[config.mk]
export PLATFORM = sky130hd
export DESIGN_NAME = uart_rx_fifo_flat
export DESIGN_NICKNAME = d
export VERILOG_FILES = /design/src/rtl/uart_pkg.sv /design/src/rtl/uart_rx_fifo_if.sv /design/src/rtl/uart_byte_fifo.sv /design/src/rtl/uart_rx_fifo.sv /design/src/flat_wrapper.sv
export SDC_FILE = /design/constraint.sdc
export NUM_CORES = 1
export LEC_CHECK = 0
export CAP_MARGIN = 10
export CORE_MARGIN = 5
export CORE_UTILIZATION = 25
export CTS_CLUSTER_DIAMETER = 80
export CTS_CLUSTER_SIZE = 24
export DETAILED_ROUTE_END_ITERATION = 10
export GPL_TIMING_DRIVEN = 1
export PLACE_DENSITY_LB_ADDON = 0.1
export REMOVE_ABC_BUFFERS = 1
export SLEW_MARGIN = 30
export SYNTH_ARGS = -nofsm -noshare
export SYNTH_HDL_FRONTEND = slang
export SYNTH_SLANG_ARGS = --single-unit
[constraint.sdc]
create_clock -name clk -period 3.5 [get_ports clk]
set_clock_uncertainty 0.05 [all_clocks]
set_input_delay 0.525 -clock clk [delete_from_list [all_inputs] [get_ports clk]]
set_output_delay 0.525 -clock clk [all_outputs]
set_load 0.1 [all_outputs]
[src/rtl/uart_pkg.sv]
// uart_pkg: definitions shared by the UART receive front end.
//   UART_DATA_BITS - data bits per frame
//   ST_* / uart_state_e - deframer state encoding
//   even_parity()  - value of the even-parity bit for a data byte
package uart_pkg;

    localparam int UART_DATA_BITS = 8;

    localparam logic [2:0] ST_IDLE   = 3'd0;
    localparam logic [2:0] ST_START  = 3'd1;
    localparam logic [2:0] ST_DATA   = 3'd2;
    localparam logic [2:0] ST_PARITY = 3'd3;
    localparam logic [2:0] ST_STOP   = 3'd4;
    localparam logic [2:0] ST_BREAK  = 3'd5;

    typedef enum logic [2:0] {
        S_IDLE   = ST_IDLE,
        S_START  = ST_START,
        S_DATA   = ST_DATA,
        S_PARITY = ST_PARITY,
        S_STOP   = ST_STOP,
        S_BREAK  = ST_BREAK
    } uart_state_e;

    // Bit that makes the total number of ones (data + parity) even.
    function automatic logic even_parity(input logic [UART_DATA_BITS-1:0] d);
        return ^d;
    endfunction

endpackage

[src/rtl/uart_rx_fifo_if.sv]
// uart_rx_fifo_if: received-byte stream from the UART front end to its consumer.
//   rx_data  - head byte, 8'h00 while rx_valid=0
//   rx_valid - a byte is offered
//   rx_ready - consumer accepts
// Handshake: a byte transfers in every cycle where rx_valid & rx_ready are both
// high at the rising clock edge. rx_valid/rx_data do not depend on rx_ready;
// rx_ready is ignored while rx_valid=0.
// Modports: master = byte source (the UART), slave = consumer.
interface uart_rx_fifo_if;
    import uart_pkg::*;

    logic [UART_DATA_BITS-1:0] rx_data;
    logic                      rx_valid;
    logic                      rx_ready;

    modport master (output rx_data, output rx_valid, input rx_ready);
    modport slave  (input rx_data, input rx_valid, output rx_ready);

endinterface

[src/rtl/uart_byte_fifo.sv]
// uart_byte_fifo: synchronous show-ahead byte FIFO.
//   clk, rst   - clock, synchronous active-high reset
//   push/push_data - write request (ignored when full unless a pop happens too)
//   pop        - read request (ignored when empty)
//   head       - oldest byte, 8'h00 when empty
//   count      - bytes held; count_nxt is the value after this cycle's edge
//   full/empty - status
module uart_byte_fifo
    import uart_pkg::*;
#(
    parameter int DEPTH = 16
) (
    input  logic                      clk,
    input  logic                      rst,
    input  logic                      push,
    input  logic [UART_DATA_BITS-1:0] push_data,
    input  logic                      pop,
    output logic [UART_DATA_BITS-1:0] head,
    output logic [$clog2(DEPTH):0]    count,
    output logic [$clog2(DEPTH):0]    count_nxt,
    output logic                      full,
    output logic                      empty
);

    localparam int AW = $clog2(DEPTH);

    logic [UART_DATA_BITS-1:0] mem [DEPTH];
    logic [AW-1:0]             wr_ptr;
    logic [AW-1:0]             rd_ptr;
    logic                      do_push;
    logic                      do_pop;

    assign full  = (count == (AW+1)'(DEPTH));
    assign empty = (count == '0);

    // A pop on an empty FIFO does nothing; a push on a full FIFO only lands
    // when the head leaves in the same cycle.
    assign do_pop  = pop & ~empty;
    assign do_push = push & (~full | do_pop);

    assign count_nxt = count + (AW+1)'(do_push) - (AW+1)'(do_pop);
    assign head      = empty ? '0 : mem[rd_ptr];

    always_ff @(posedge clk) begin
        if (rst) begin
            wr_ptr <= '0;
            rd_ptr <= '0;
            count  <= '0;
        end else begin
            if (do_push) wr_ptr <= wr_ptr + 1'b1;
            if (do_pop)  rd_ptr <= rd_ptr + 1'b1;
            count <= count_nxt;
        end
    end

    always_ff @(posedge clk) begin
        if (do_push) mem[wr_ptr] <= push_data;
    end

endmodule

[src/rtl/uart_rx_fifo.sv]
// uart_rx_fifo: UART receiver (8N1, or 8E1 when UART_RX_PARITY_EN is defined)
// feeding a show-ahead FIFO, with CTS flow control back to the host.
//   clk, rst    - system clock, synchronous active-high reset
//   uart_rx     - asynchronous serial input, idle high
//   uart_cts    - 1 = host may send (enough free FIFO entries)
//   rx_if       - byte stream to the consumer (master side)
//   fifo_count  - bytes held in the FIFO
//   frame_err   - sticky: stop bit sampled low
//   overflow    - sticky: completed byte dropped, FIFO full
//   parity_err  - sticky: parity mismatch (0 without UART_RX_PARITY_EN)
//   err_clr     - clears sticky flags (a same-cycle set wins)
//   fsm_state   - deframer state, encoded as uart_pkg ST_*
// Macro UART_RX_PARITY_EN: adds an even-parity bit after the data bits.
module uart_rx_fifo
    import uart_pkg::*;
#(
    parameter int CLKS_PER_BIT = 217,
    parameter int FIFO_DEPTH   = 16,
    parameter int CTS_MARGIN   = 4
) (
    input  logic                         clk,
    input  logic                         rst,
    input  logic                         uart_rx,
    output logic                         uart_cts,
    uart_rx_fifo_if.master               rx_if,
    output logic [$clog2(FIFO_DEPTH):0]  fifo_count,
    output logic                         frame_err,
    output logic                         overflow,
    output logic                         parity_err,
    input  logic                         err_clr,
    output logic [2:0]                   fsm_state
);

    localparam int AW = $clog2(FIFO_DEPTH);
    localparam int CW = $clog2(CLKS_PER_BIT);
    localparam logic [CW-1:0] BIT_END  = CW'(CLKS_PER_BIT - 1);
    localparam logic [CW-1:0] HALF_END = CW'(CLKS_PER_BIT / 2 - 1);

    // Synchroniser; rxs_d is kept only to find the falling start edge.
    logic rx_meta;
    logic rxs;
    logic rxs_d;

    uart_state_e               state, state_nxt;
    logic [CW-1:0]             cnt, cnt_nxt;
    logic [2:0]                bit_idx, bit_idx_nxt;
    logic [UART_DATA_BITS-1:0] shreg, shreg_nxt;
    logic                      push;
    logic                      frame_set;
    logic                      overflow_set;

    logic [AW:0] count_nxt;
    logic        fifo_full;
    logic        fifo_empty;

    assign fsm_state = state;

    always_ff @(posedge clk) begin
        if (rst) begin
            rx_meta <= 1'b1;
            rxs     <= 1'b1;
            rxs_d   <= 1'b1;
        end else begin
            rx_meta <= uart_rx;
            rxs     <= rx_meta;
            rxs_d   <= rxs;
        end
    end

    always_ff @(posedge clk) begin
        if (rst) begin
            state   <= S_IDLE;
            cnt     <= '0;
            bit_idx <= '0;
            shreg   <= '0;
        end else begin
            state   <= state_nxt;
            cnt     <= cnt_nxt;
            bit_idx <= bit_idx_nxt;
            shreg   <= shreg_nxt;
        end
    end

`ifdef UART_RX_PARITY_EN
    logic par_set;
`endif

    // cnt counts clocks inside the current bit; each bit is sampled when it
    // reaches BIT_END, i.e. one bit-time after the mid-start-bit sample.
    always_comb begin
        state_nxt   = state;
        cnt_nxt     = cnt + 1'b1;
        bit_idx_nxt = bit_idx;
        shreg_nxt   = shreg;
        push        = 1'b0;
        frame_set   = 1'b0;
`ifdef UART_RX_PARITY_EN
        par_set     = 1'b0;
`endif
        case (state)
            S_IDLE: begin
                cnt_nxt     = '0;
                bit_idx_nxt = '0;
                if (rxs_d && !rxs) state_nxt = S_START;
            end
            S_START: begin
                if (cnt == HALF_END) begin
                    cnt_nxt   = '0;
                    state_nxt = rxs ? S_IDLE : S_DATA;
                end
            end
            S_DATA: begin
                if (cnt == BIT_END) begin
                    cnt_nxt     = '0;
                    shreg_nxt   = {rxs, shreg[UART_DATA_BITS-1:1]};
                    bit_idx_nxt = bit_idx + 1'b1;
                    if (bit_idx == 3'd7) begin
`ifdef UART_RX_PARITY_EN
                        state_nxt = S_PARITY;
`else
                        state_nxt = S_STOP;
`endif
                    end
                end
            end
`ifdef UART_RX_PARITY_EN
            S_PARITY: begin
                if (cnt == BIT_END) begin
                    cnt_nxt   = '0;
                    par_set   = (rxs != even_parity(shreg));
                    state_nxt = S_STOP;
                end
            end
`endif
            S_STOP: begin
                if (cnt == BIT_END) begin
                    cnt_nxt = '0;
                    if (rxs) begin
                        push      = 1'b1;
                        state_nxt = S_IDLE;
                    end else begin
                        frame_set = 1'b1;
                        state_nxt = S_BREAK;
                    end
                end
            end
            S_BREAK: begin
                cnt_nxt = '0;
                if (rxs) state_nxt = S_IDLE;
            end
            default: begin
                cnt_nxt   = '0;
                state_nxt = S_IDLE;
            end
        endcase
    end

    uart_byte_fifo #(.DEPTH(FIFO_DEPTH)) u_fifo (
        .clk       (clk),
        .rst       (rst),
        .push      (push),
        .push_data (shreg),
        .pop       (rx_if.rx_ready),
        .head      (rx_if.rx_data),
        .count     (fifo_count),
        .count_nxt (count_nxt),
        .full      (fifo_full),
        .empty     (fifo_empty)
    );

    assign rx_if.rx_valid = ~fifo_empty;

    // A byte is lost only when full and the head is not leaving this cycle.
    assign overflow_set = push & fifo_full & ~(rx_if.rx_ready & ~fifo_empty);

    always_ff @(posedge clk) begin
        if (rst) begin
            frame_err <= 1'b0;
            overflow  <= 1'b0;
            uart_cts  <= 1'b1;
        end else begin
            frame_err <= (frame_err & ~err_clr) | frame_set;
            overflow  <= (overflow & ~err_clr) | overflow_set;
            // Registered from next-state count so CTS tracks fifo_count exactly.
            uart_cts  <= ((FIFO_DEPTH - int'(count_nxt)) >= CTS_MARGIN);
        end
    end

`ifdef UART_RX_PARITY_EN
    always_ff @(posedge clk) begin
        if (rst) parity_err <= 1'b0;
        else     parity_err <= (parity_err & ~err_clr) | par_set;
    end
`else
    assign parity_err = 1'b0;
`endif

endmodule

[src/flat_wrapper.sv]
// flat-port wrapper written by rule: the top's interface ports become plain ports
module uart_rx_fifo_flat import uart_pkg::*;
#(
    parameter int CLKS_PER_BIT = 217,
    parameter int FIFO_DEPTH   = 16,
    parameter int CTS_MARGIN   = 4
)
  (clk, rst, uart_rx, uart_cts, fifo_count, frame_err, overflow, parity_err, err_clr, fsm_state, rx_if_rx_data, rx_if_rx_valid, rx_if_rx_ready);
  uart_rx_fifo_if rx_if_i ();
  input  logic clk;
  input  logic rst;
  input  logic uart_rx;
  output logic uart_cts;
  output logic [$clog2(FIFO_DEPTH):0] fifo_count;
  output logic frame_err;
  output logic overflow;
  output logic parity_err;
  input  logic err_clr;
  output logic [2:0] fsm_state;
  output wire logic [$bits(rx_if_i.rx_data)-1:0] rx_if_rx_data;
  output wire logic [$bits(rx_if_i.rx_valid)-1:0] rx_if_rx_valid;
  input wire logic [$bits(rx_if_i.rx_ready)-1:0] rx_if_rx_ready;
  assign rx_if_rx_data = rx_if_i.rx_data;
  assign rx_if_rx_valid = rx_if_i.rx_valid;
  assign rx_if_i.rx_ready = rx_if_rx_ready;
  uart_rx_fifo #(.CLKS_PER_BIT(CLKS_PER_BIT), .FIFO_DEPTH(FIFO_DEPTH), .CTS_MARGIN(CTS_MARGIN)) u_core (.clk(clk), .rst(rst), .uart_rx(uart_rx), .uart_cts(uart_cts), .rx_if(rx_if_i), .fifo_count(fifo_count), .frame_err(frame_err), .overflow(overflow), .parity_err(parity_err), .err_clr(err_clr), .fsm_state(fsm_state));
endmodule
## After elaboration in Yosys (flattened, before gate mapping)

Memory sizes are Yosys's and may differ from the RTL's. A register that Yosys moved wholly into a read port is not among the register bits.
Cells that the tools add are included.

| operators by class | value |
|---|---|
| add/sub/neg operators | 7 |
| multipliers | 0 |
| div/mod/pow operators | 0 |
| magnitude comparators | 1 |
| equal/unequal tests | 14 |
| shift operators | 0 |
| multiplexer cells | 25 |
| bitwise operators | 13 |
| reduce and logical (&&, ||, !) cells | 9 |

Operators with widths:

| kind | count |
|---|---|
| greater-or-equal comparator 32 x 4 -> 1 bit (second input constant) | 1 |
| 2-to-1 mux 3 bit | 8 |
| 2-to-1 mux 8 bit | 3 |
| case mux 8 bit (2 select lines) | 1 |
| case mux 3 bit (5 select lines) | 1 |
| != test 2 x 1 -> 1 bit (second input constant) | 6 |
| == test 3 bit (second input constant) | 3 |
| adder 4 x 1 -> 4 bit (second input constant) | 2 |
| adder 8 x 1 -> 8 bit (second input constant) | 1 |
| == test 8 x 7 -> 1 bit (second input constant) | 1 |
| == test 8 bit (second input constant) | 1 |
| 2-to-1 mux 1 bit | 8 |
| 2-to-1 mux 4 bit | 2 |
| bitwise AND 1 bit | 6 |
| case mux 3 bit (2 select lines) | 1 |
| AND reduction 6 bit | 1 |
| subtractor 5 x 5 -> 6 bit (first input constant) | 1 |
| adder 5 x 1 -> 5 bit | 1 |
| == test 5 bit (second input constant) | 1 |
| zero test 5 bit | 1 |
| subtractor 5 x 1 -> 5 bit | 1 |
| inverter 1 bit | 4 |
| AND reduction 2 bit | 2 |
| adder 3 x 1 -> 3 bit (second input constant) | 1 |
| other kinds (9) | 11 |

| storage, ports and cells | value |
|---|---|
| register bits | 41 |
| bits in latches | 0 |
| RAM bits | 128 |
| ROM bits | 0 |
| input bits | 5 |
| output and inout bits | 21 |
| logic and storage cells | 83 |
| memories kept | 1 |

Memories:

| name | depth | bits a word | rd ports | clocked after memory_dff | write ports | RTL line | source |
|---|---|---|---|---|---|---|---|
| u_core.u_fifo.mem | 16 | 8 | 1 | 1 | 1 | uart_byte_fifo.sv:27 | `logic [UART_DATA_BITS-1:0] mem [DEPTH];` |

## Longest topological paths before layout

Gate-level depths: netlist of the first run.

| logic depth | value |
|---|---|
| depth in word-level cells | 9 |
| mapped depth | 17 |
| gate-level depth less buffers | 16 |

## Cells and area by module

From an unflattened synthesis of the first run, not the netlist that was laid out.

| second synthesis, totals | value |
|---|---|
| cell total of the unflattened synthesis | 451 |
| area, all modules | 7,165.6 µm² |

By module, submodules not included:

| module | instances | cells an instance | area an instance (µm²) | sequential area each (µm²) |
|---|---|---|---|---|
| uart_byte_fifo | 1 | 311 | 5,870.6 | 4,184.0 |
| uart_rx_fifo | 1 | 140 | 1,295.0 | 560.5 |

## Worst setup path after synthesis of the first run

No wires, ideal clock.

| timing | value |
|---|---|
| kind | flip-flop to output port |
| start point | register u_core.u_fifo.count[2] |
| end point | output rx_if_rx_data[6] |
| data arrival time | 4,020 ps |
| required time | 2,925 ps |
| slack | -1,095 ps |
| stages on the path, launching flop included | 6 |
| path buffers | 0 |
| path through | dfxtp_1 > inv_1 > ha_1 > or4b_1 > nand2_1 > o22ai_1 |

| between the ends | value |
|---|---|
| longest elaborated chain between the ends | 2 |

RTL lines:

| item | RTL line | source |
|---|---|---|
| from (decl) | uart_byte_fifo.sv:19 | `output logic [$clog2(DEPTH):0] count,` |
| from (signal assigned) | uart_byte_fifo.sv:52 | `count <= count_nxt;` |
| zero test 5 bit | uart_byte_fifo.sv:34 | `assign empty = (count == '0);` |
| 2-to-1 mux 8 bit | uart_byte_fifo.sv:42 | `assign head = empty ? '0 : mem[rd_ptr];` |
| to (decl) | flat_wrapper.sv:20 | `output wire logic [$bits(rx_if_i.rx_data)-1:0] rx_if_rx_data;` |

No other way between the ends.

## Worst setup path after layout of the first run

| timing | value |
|---|---|
| start point | register u_core.cnt[0] |
| end point | register u_core.uart_cts |

| between the ends | value |
|---|---|
| longest elaborated chain between the ends | 8 |

RTL lines:

| item | RTL line | source |
|---|---|---|
| from (decl) | uart_rx_fifo.sv:45 | `logic [CW-1:0] cnt, cnt_nxt;` |
| from (signal assigned) | uart_rx_fifo.sv:78 | `cnt <= cnt_nxt;` |
| == test 8 bit | uart_rx_fifo.sv:136 | `if (cnt == BIT_END) begin` |
| 2-to-1 mux 1 bit | uart_rx_fifo.sv:136 |  |
| 2-to-1 mux 1 bit | uart_rx_fifo.sv:100 | `case (state)` |
| bitwise AND 1 bit | uart_byte_fifo.sv:39 | `assign do_push = push & (~full \| do_pop);` |
| adder 5 x 1 -> 5 bit | uart_byte_fifo.sv:41 | `assign count_nxt = count + (AW+1)'(do_push) - (AW+1)'(do_pop);` |
| subtractor 5 x 1 -> 5 bit | uart_byte_fifo.sv:41 |  |
| subtractor 5 x 5 -> 6 bit | uart_rx_fifo.sv:185 | `uart_cts <= ((FIFO_DEPTH - int'(count_nxt)) >= CTS_MARGIN);` |
| greater-or-equal comparator 32 x 4 -> 1 bit | uart_rx_fifo.sv:185 |  |
| to (signal assigned) | uart_rx_fifo.sv:185 |  |
| to (decl) | uart_rx_fifo.sv:24 | `output logic uart_cts,` |

No other way between the ends.
A chain may end at the register's enable or synchronous reset.

==> impl_results.md, run 1 <==
* Fmax at 313 MHz
* Peak supply drop at 0.000573 V
* Combinational fraction of design power at 0.321
* Worst-Skew Late Latency at 0.42 ns
* Largest net degree at the start of global routing at 33
* Sequential area share after synthesis at 0.678
* Hold endpoint: u_core.rxs$_SDFF_PP1_
* Hold Crit Start: u_core.rx_meta$_SDFF_PP1_
* Post-synth EDFFs at roughly 130
* Final Cycle Share at 0.913
* Critical Path End Type: register
* Num ports at 26
* Tot GR Track Use at 0.0993
* Finished Layout Cells at 871
* First-pass GRT wire length at 23.3 mm
* Startpoint Class: register
* Final setup fails at 0
* Fin util at 0.307
* Leading area contributor after synthesis: edfxtp_1
* Port bufs at 24
* Final #Nets at 501
* Synth unique cells at 52
* Final GP Congestion at 0.791
* Critical Path RT at 3.80 ns
* Vias in the first global route at roughly 3.8k
* Die Y at roughly 180 microns
* Final Slew Violations at 0
* Placed cells at roughly 840
* FP Rows at 61
* Drt via density at around 4.2
* Power Density at 749 nW/um^2
* Area fraction of the dominant cell type after synthesis at 0.549
* R2R depth at 16
* Switching power at around 2200 uW
* Wire length per cell at 17.1 microns
* CTS tree: yes
* Area of the die at 31400 sq um
* Synth Register Bits at 173
* Worst-path fanout max at 8
* Relative slew slack at 0.338
* Cell Int Power at 4150 uW
* Async set-reset flop share out of synthesis at 0
* DRC viols at 0
* Maximum clock insertion buffer count at 2
* Switching Share at 0.350
* Yosys warns at 0
* Setup_tns at 0 ns
* Synth Area per Inst at 16.1 sq um
* Final hold vios at 0
* Crit Path Class: register to register
* Antenna-violating nets left at 0
* Max_cap viols at 0
* Worst EP arrival at 3.49 ns
* Reg power frac at 0.368
* Worst-path clk slew at 0.07 ns
* P_leak at roughly 0.0028 uW
* Via count at around 3.7k
* Reg2reg end: u_core.uart_cts$_SDFF_PP1_
* Clock power share at 0.312
* Antenna violations before repair at 0
* Gr ovfl total at 0
* Top_reg_cell synth: edfxtp_1
* 1st-pass router iterations at 4
* Routed Wire Length at 14.9 mm
* Hold Crit Class: register to register
* Cells after Synth at approximately 430
* Fin crit period at approximately 3.2 ns
* WHS Path Cells at 1
* Initial Util at 0.253
* Status: finished clean
* R2R setup slack at roughly 0.31 ns
* Core footprint at between 20000 and 30000 sq um
* Clock Tree Root: clkbuf_16
* Clk sinks at approximately 170
* Area Growth Syn to Fin at 21.7%
* CTS buffer count at 17
* Top post-synthesis cells by area: edfxtp_1 (55%), dfxtp_1 (13%), mux4_2 (10%), mux2i_1 (3.7%), ha_1 (2.7%)
* Worst r2r src: u_core.cnt[0]$_SDFF_PP0_
* Dpl hpwl at 9.69 mm
* DRT iter0 DRCs at 170
* Slew @ Worst Pin at between 0.9 and 1 ns
* Synthesized area at 7000 sq um
* Antenna diodes at 0
* Proportion of layout cells with a drive suffix above 1 at 0.239
* Die width at 177 microns
* H-tree levels at 4
## layout by cell type, fill, tap and decap left out, types with 9 or more instances in the layout
| cell type | instances |
|---|---|
| a21oi_1 | 10 |
| buf_12 | 11 |
| buf_4 | 25 |
| clkbuf_16 | 17 |
| clkdlybuf4s50_1 | 12 |
| dfxtp_1 | 44 |
| edfxtp_1 | 128 |
| ha_1 | 15 |
| inv_1 | 15 |
| mux2i_1 | 26 |
| mux4_2 | 32 |
| nand2_1 | 9 |
| nor2_1 | 45 |
## power by group through the flow
stage	clock, uW	combinational [uW]	sequential, uW
global placement	0	2070	2400
CTS	2050	2070	2350
detailed placement	0	2070	2400
global route	2140	2170	2360
floorplan	0	1100	2700
finish	1990	2050	2350
## cell usage after synthesis, types with 6 or more instances
cell type and instances:
xnor2_1 7, inv_1 15, mux4_2 32, dfxtp_1 45
a21oi_1 10, nand3_1 6, xor2_1 7, o22ai_1 8
ha_1 15, nor2_1 45, mux2i_1 26, nand2_1 9
clkbuf_1 10, edfxtp_1 128
## worst max-delay path by stage
stage                                           start                    endpoint  slack (ns)
finish                       u_core.cnt[0]$_SDFF_PP0_  u_core.uart_cts$_SDFF_PP1_        0.31
global route                 u_core.cnt[0]$_SDFF_PP0_  u_core.uart_cts$_SDFF_PP1_     -0.0008
CTS                                          register            rx_if_rx_data[5]        0.21
detailed placement   u_core.fsm_state[0]$_SDFFE_PP0P_  u_core.uart_cts$_SDFF_PP1_        0.26
global placement     u_core.fsm_state[0]$_SDFFE_PP0P_  u_core.uart_cts$_SDFF_PP1_        0.34
floorplan           u_core.u_fifo.count[2]$_SDFF_PP0_            rx_if_rx_data[6]       -1.10
## state kept, by name (all words and copies together) (netlist names), named ones only
register              cells
u_core.uart_cts           1
u_core.u_fifo.count       5
u_core.rxs_d              1
u_core.overflow           1
u_core.rx_meta            1
u_core.u_fifo.mem       128
u_core.bit_idx            3
u_core.shreg              8
u_core.fsm_state          3
u_core.rxs                1
u_core.u_fifo.wr_ptr      4
u_core.cnt                8
u_core.u_fifo.rd_ptr      4
u_core.frame_err          1
## cell type report
class | count | area [sq um]
clock inverters | 15 | 194
repair buffers | 48 | 528
flip-flops and latches | 173 | 4750
well taps | 378 | 473
multi-input cells | 225 | 2100
clock buffers | 17 | 425
fillers | 2748 | 19200
inverters | 15 | 56.3
## stage by stage
step / setup slack (ns) / total power [uW] / instance area, sq um / hold slack [ns]
after floorplan: -1.10 / 3800 / 6890 / 0.339
after global placement: 0.336 / 4470 / 7890 / 0.360
after detailed placement: 0.259 / 4470 / 7890 / 0.349
after CTS: 0.208 / 6480 / 8510 / 0.367
after global routing: -0.000752 / 6670 / 8520 / 0.398
final: 0.306 / 6380 / 8520 / 0.362
## kinds of logic after synthesis
kind of cell / share of synthesized area
DFF: 0.678
and+or+nand+nor: 0.0817
muxes: 0.140
buffers and inverters: 0.0234
AOI/OAI and AO/OA: 0.0291
adders and majority gates: 0.0297
xor gates and xnor gates: 0.0175
other: 0.000536
## repair_timing
| item | in CTS | in global routing |
|---|---|---|
| setup endpoints to repair | 0 | 1 |
| hold buffers | 0 | 0 |
| resized for setup | 0 | 1 |
| buffers inserted | 0 | 0 |
## metal layers
layer	GRT usage	wire length (microns)	up-vias
li1	-	-	1729
met3	0.0211	352	12
met1	0.129	7070	1904
met4	0.0329	153	0
met2	0.166	7300	52
met5	0	0	-
## critical path, stage by stage, from the launching register on
cell      delay, ns
dfxtp_1        0.34
inv_1          0.08
ha_1           0.14
nand3b_1       0.18
nor4_4         0.39
and2_4         0.27
inv_1          0.06
ha_1           0.28
inv_1          0.07
ha_1           0.15
inv_1          0.05
fa_1           0.37
nor2b_1        0.20
o21bai_1       0.11
a21oi_1        0.19
nor3b_2        0.07
a31oi_1        0.13
(Power assumes the default switching activity.)
==> run 2: changes to the inputs <==
Settings changed: CORE_UTILIZATION 25 to 36.
==> impl_results.md, run 2 (synthesized netlist as in run 1, its figures left out) <==
* Hold Crit Class: register to register
* Relative slew slack at 0.341
* Dpl hpwl at roughly 9.1 mm
* Max FFs per register at 128
* Fillers at approximately 1.8k
* Initial Util at 0.363
* Status: finished clean
* Cell Int Power at ~4400 uW
* Clock power share at 0.336
* Via count at 3696
* Worst-Skew Late Latency at 0.42 ns
* Vias in the first global route at 3914
* Die Y at 149 microns
* Power Density at between 700 and 800 nW/um^2
* Final #Nets at between 500 and 600
* Critical Path RT at 3.80 ns
* Area Growth Syn to Fin at 20.5%
* Slew @ Worst Pin at 0.986 ns
* CTS buffer count at 17
* Tot GR Track Use at 0.136
* Maximum clock insertion buffer count at 2
* Most frequent cells in the layout: edfxtp_1 (128), nor2_1 (45), dfxtp_1 (44)
* Largest net degree at the start of global routing at 33
* P_leak at about 0.0028 uW
* Biggest register: u_core.u_fifo.mem
* Crit Path Class: register to register
* 1st-pass router iterations at 4
* Final Slew Violations at 0
* Max_cap viols at 0
* Worst-path fanout max at 10
* Routed Wire Length at 14.1 mm
* Port bufs at 24
* Clock Tree Root: clkbuf_16
* Critical Path End Type: register
* Worst EP arrival at 3.53 ns
* First-pass GRT wire length at 22.5 mm
* Hold WS at between 0.3 and 0.4 ns
* Clk sinks at 173
* Startpoint Class: register
* Leading cell type in the layout, fill and taps excluded: edfxtp_1
* CTS tree: yes
* Die width at ~150 microns
* Fin area at 8440 sq um
* Switching Share at 0.330
* Core footprint at 19300 sq um
* Final hold vios at 0
* Place WS at 0.189 ns
* Switching power at ~2200 uW
* Final Cycle Share at 0.923
* Fin crit period at ~3.2 ns
* CTS hold repair buffers at 0
* H-tree levels at 4
* Proportion of layout cells with a drive suffix above 1 at 0.237
* Dpl cell area at just under 8000 sq um
* Final setup fails at 0
* Worst-path clk slew at 0.07 ns
* Combinational fraction of design power at 0.313
* Antenna-violating nets left at 0
* Wire length per cell at 18.6 microns
* Antenna diodes at 0
* Overall Power at 6560 uW
* RSZ-0062 raised after global routing: no
* Num ports at 26
* Fmax at 309 MHz
* Antenna violations before repair at 0
* Drt via density at 4.87
* Peak supply drop at ~0.00070 V
* Area of the die at 22300 sq um
* Largest regs: u_core.u_fifo.mem (128), u_core.cnt (8), u_core.shreg (8)
* Reg power frac at 0.351
* DRC viols at 0
* Gr ovfl total at 0
* FP Rows at 51
* Final GP Congestion at around 0.76
* Final setup margin at between 0.2 and 0.3 ns
* DRT iter0 DRCs at 218
[run 2: stage by stage]
stage,TNS (ns),utilization,std cells
after floorplan,-10.38,-,413
after global placement,0,0.400,724
after detailed placement,0,0.400,724
after CTS,0,0.436,756
after global routing,0,0.438,759
final,0,0.438,759
[run 2: final timing paths]
path | start | to | slack [ns] | cells after the start
min | u_core.rx_meta$_SDFF_PP1_ | u_core.rxs$_SDFF_PP1_ | 0.37 | 1
min reg2reg | u_core.rx_meta$_SDFF_PP1_ | u_core.rxs$_SDFF_PP1_ | 0.37 | 1
max | u_core.fsm_state[0]$_SDFFE_PP0P_ | u_core.uart_cts$_SDFF_PP1_ | 0.27 | 14
max reg2reg | u_core.fsm_state[0]$_SDFFE_PP0P_ | u_core.uart_cts$_SDFF_PP1_ | 0.27 | 14
[run 2: critical path, cell delays in order, from the launching register on]
cell	delay, ns
dfxtp_1	0.40
or3b_4	0.46
nor4_4	0.35
and2_4	0.24
inv_1	0.04
ha_1	0.28
inv_1	0.06
ha_1	0.15
inv_1	0.05
fa_1	0.37
nor2b_1	0.17
o21bai_1	0.10
a21oi_1	0.20
nor3b_2	0.08
a31oi_1	0.14
[run 2: area by class of cell]
cell class | count | area [sq um] | area share
Timing Repair Buffer | 49 | 515 | 0.0611
Inverter | 15 | 56.3 | 0.00667
Sequential cell | 173 | 4750 | 0.563
Multi-Input combinational cell | 225 | 2100 | 0.248
Tap cell | 265 | 332 | 0.0393
Clock inverter | 14 | 263 | 0.0311
Clock buffer | 18 | 429 | 0.0509
[run 2: timing repair]
action	CTS	global route
setup buffers	0	3
gates resized for setup	0	1
endpoints found under the setup margin	0	1
[run 2: layer usage]
metal / track usage / part of all wire / vias up
met5: 0 / 0 / -
met4: 0.0494 / 0.014 / 0
met3: 0.0330 / 0.025 / 17
met2: 0.230 / 0.52 / 45
met1: 0.170 / 0.44 / 1897
li1: - / - / 1737
[run 2: power groups by stage]
| stage | sequential [uW] | clock, uW | combinational (uW) |
|---|---|---|---|
| after global routing | 2310 | 2340 | 2170 |
| after global placement | 2340 | 0 | 2070 |
| after floorplan | 2700 | 0 | 1100 |
| after CTS | 2300 | 2250 | 2080 |
| final | 2300 | 2200 | 2050 |
| after detailed placement | 2340 | 0 | 2070 |
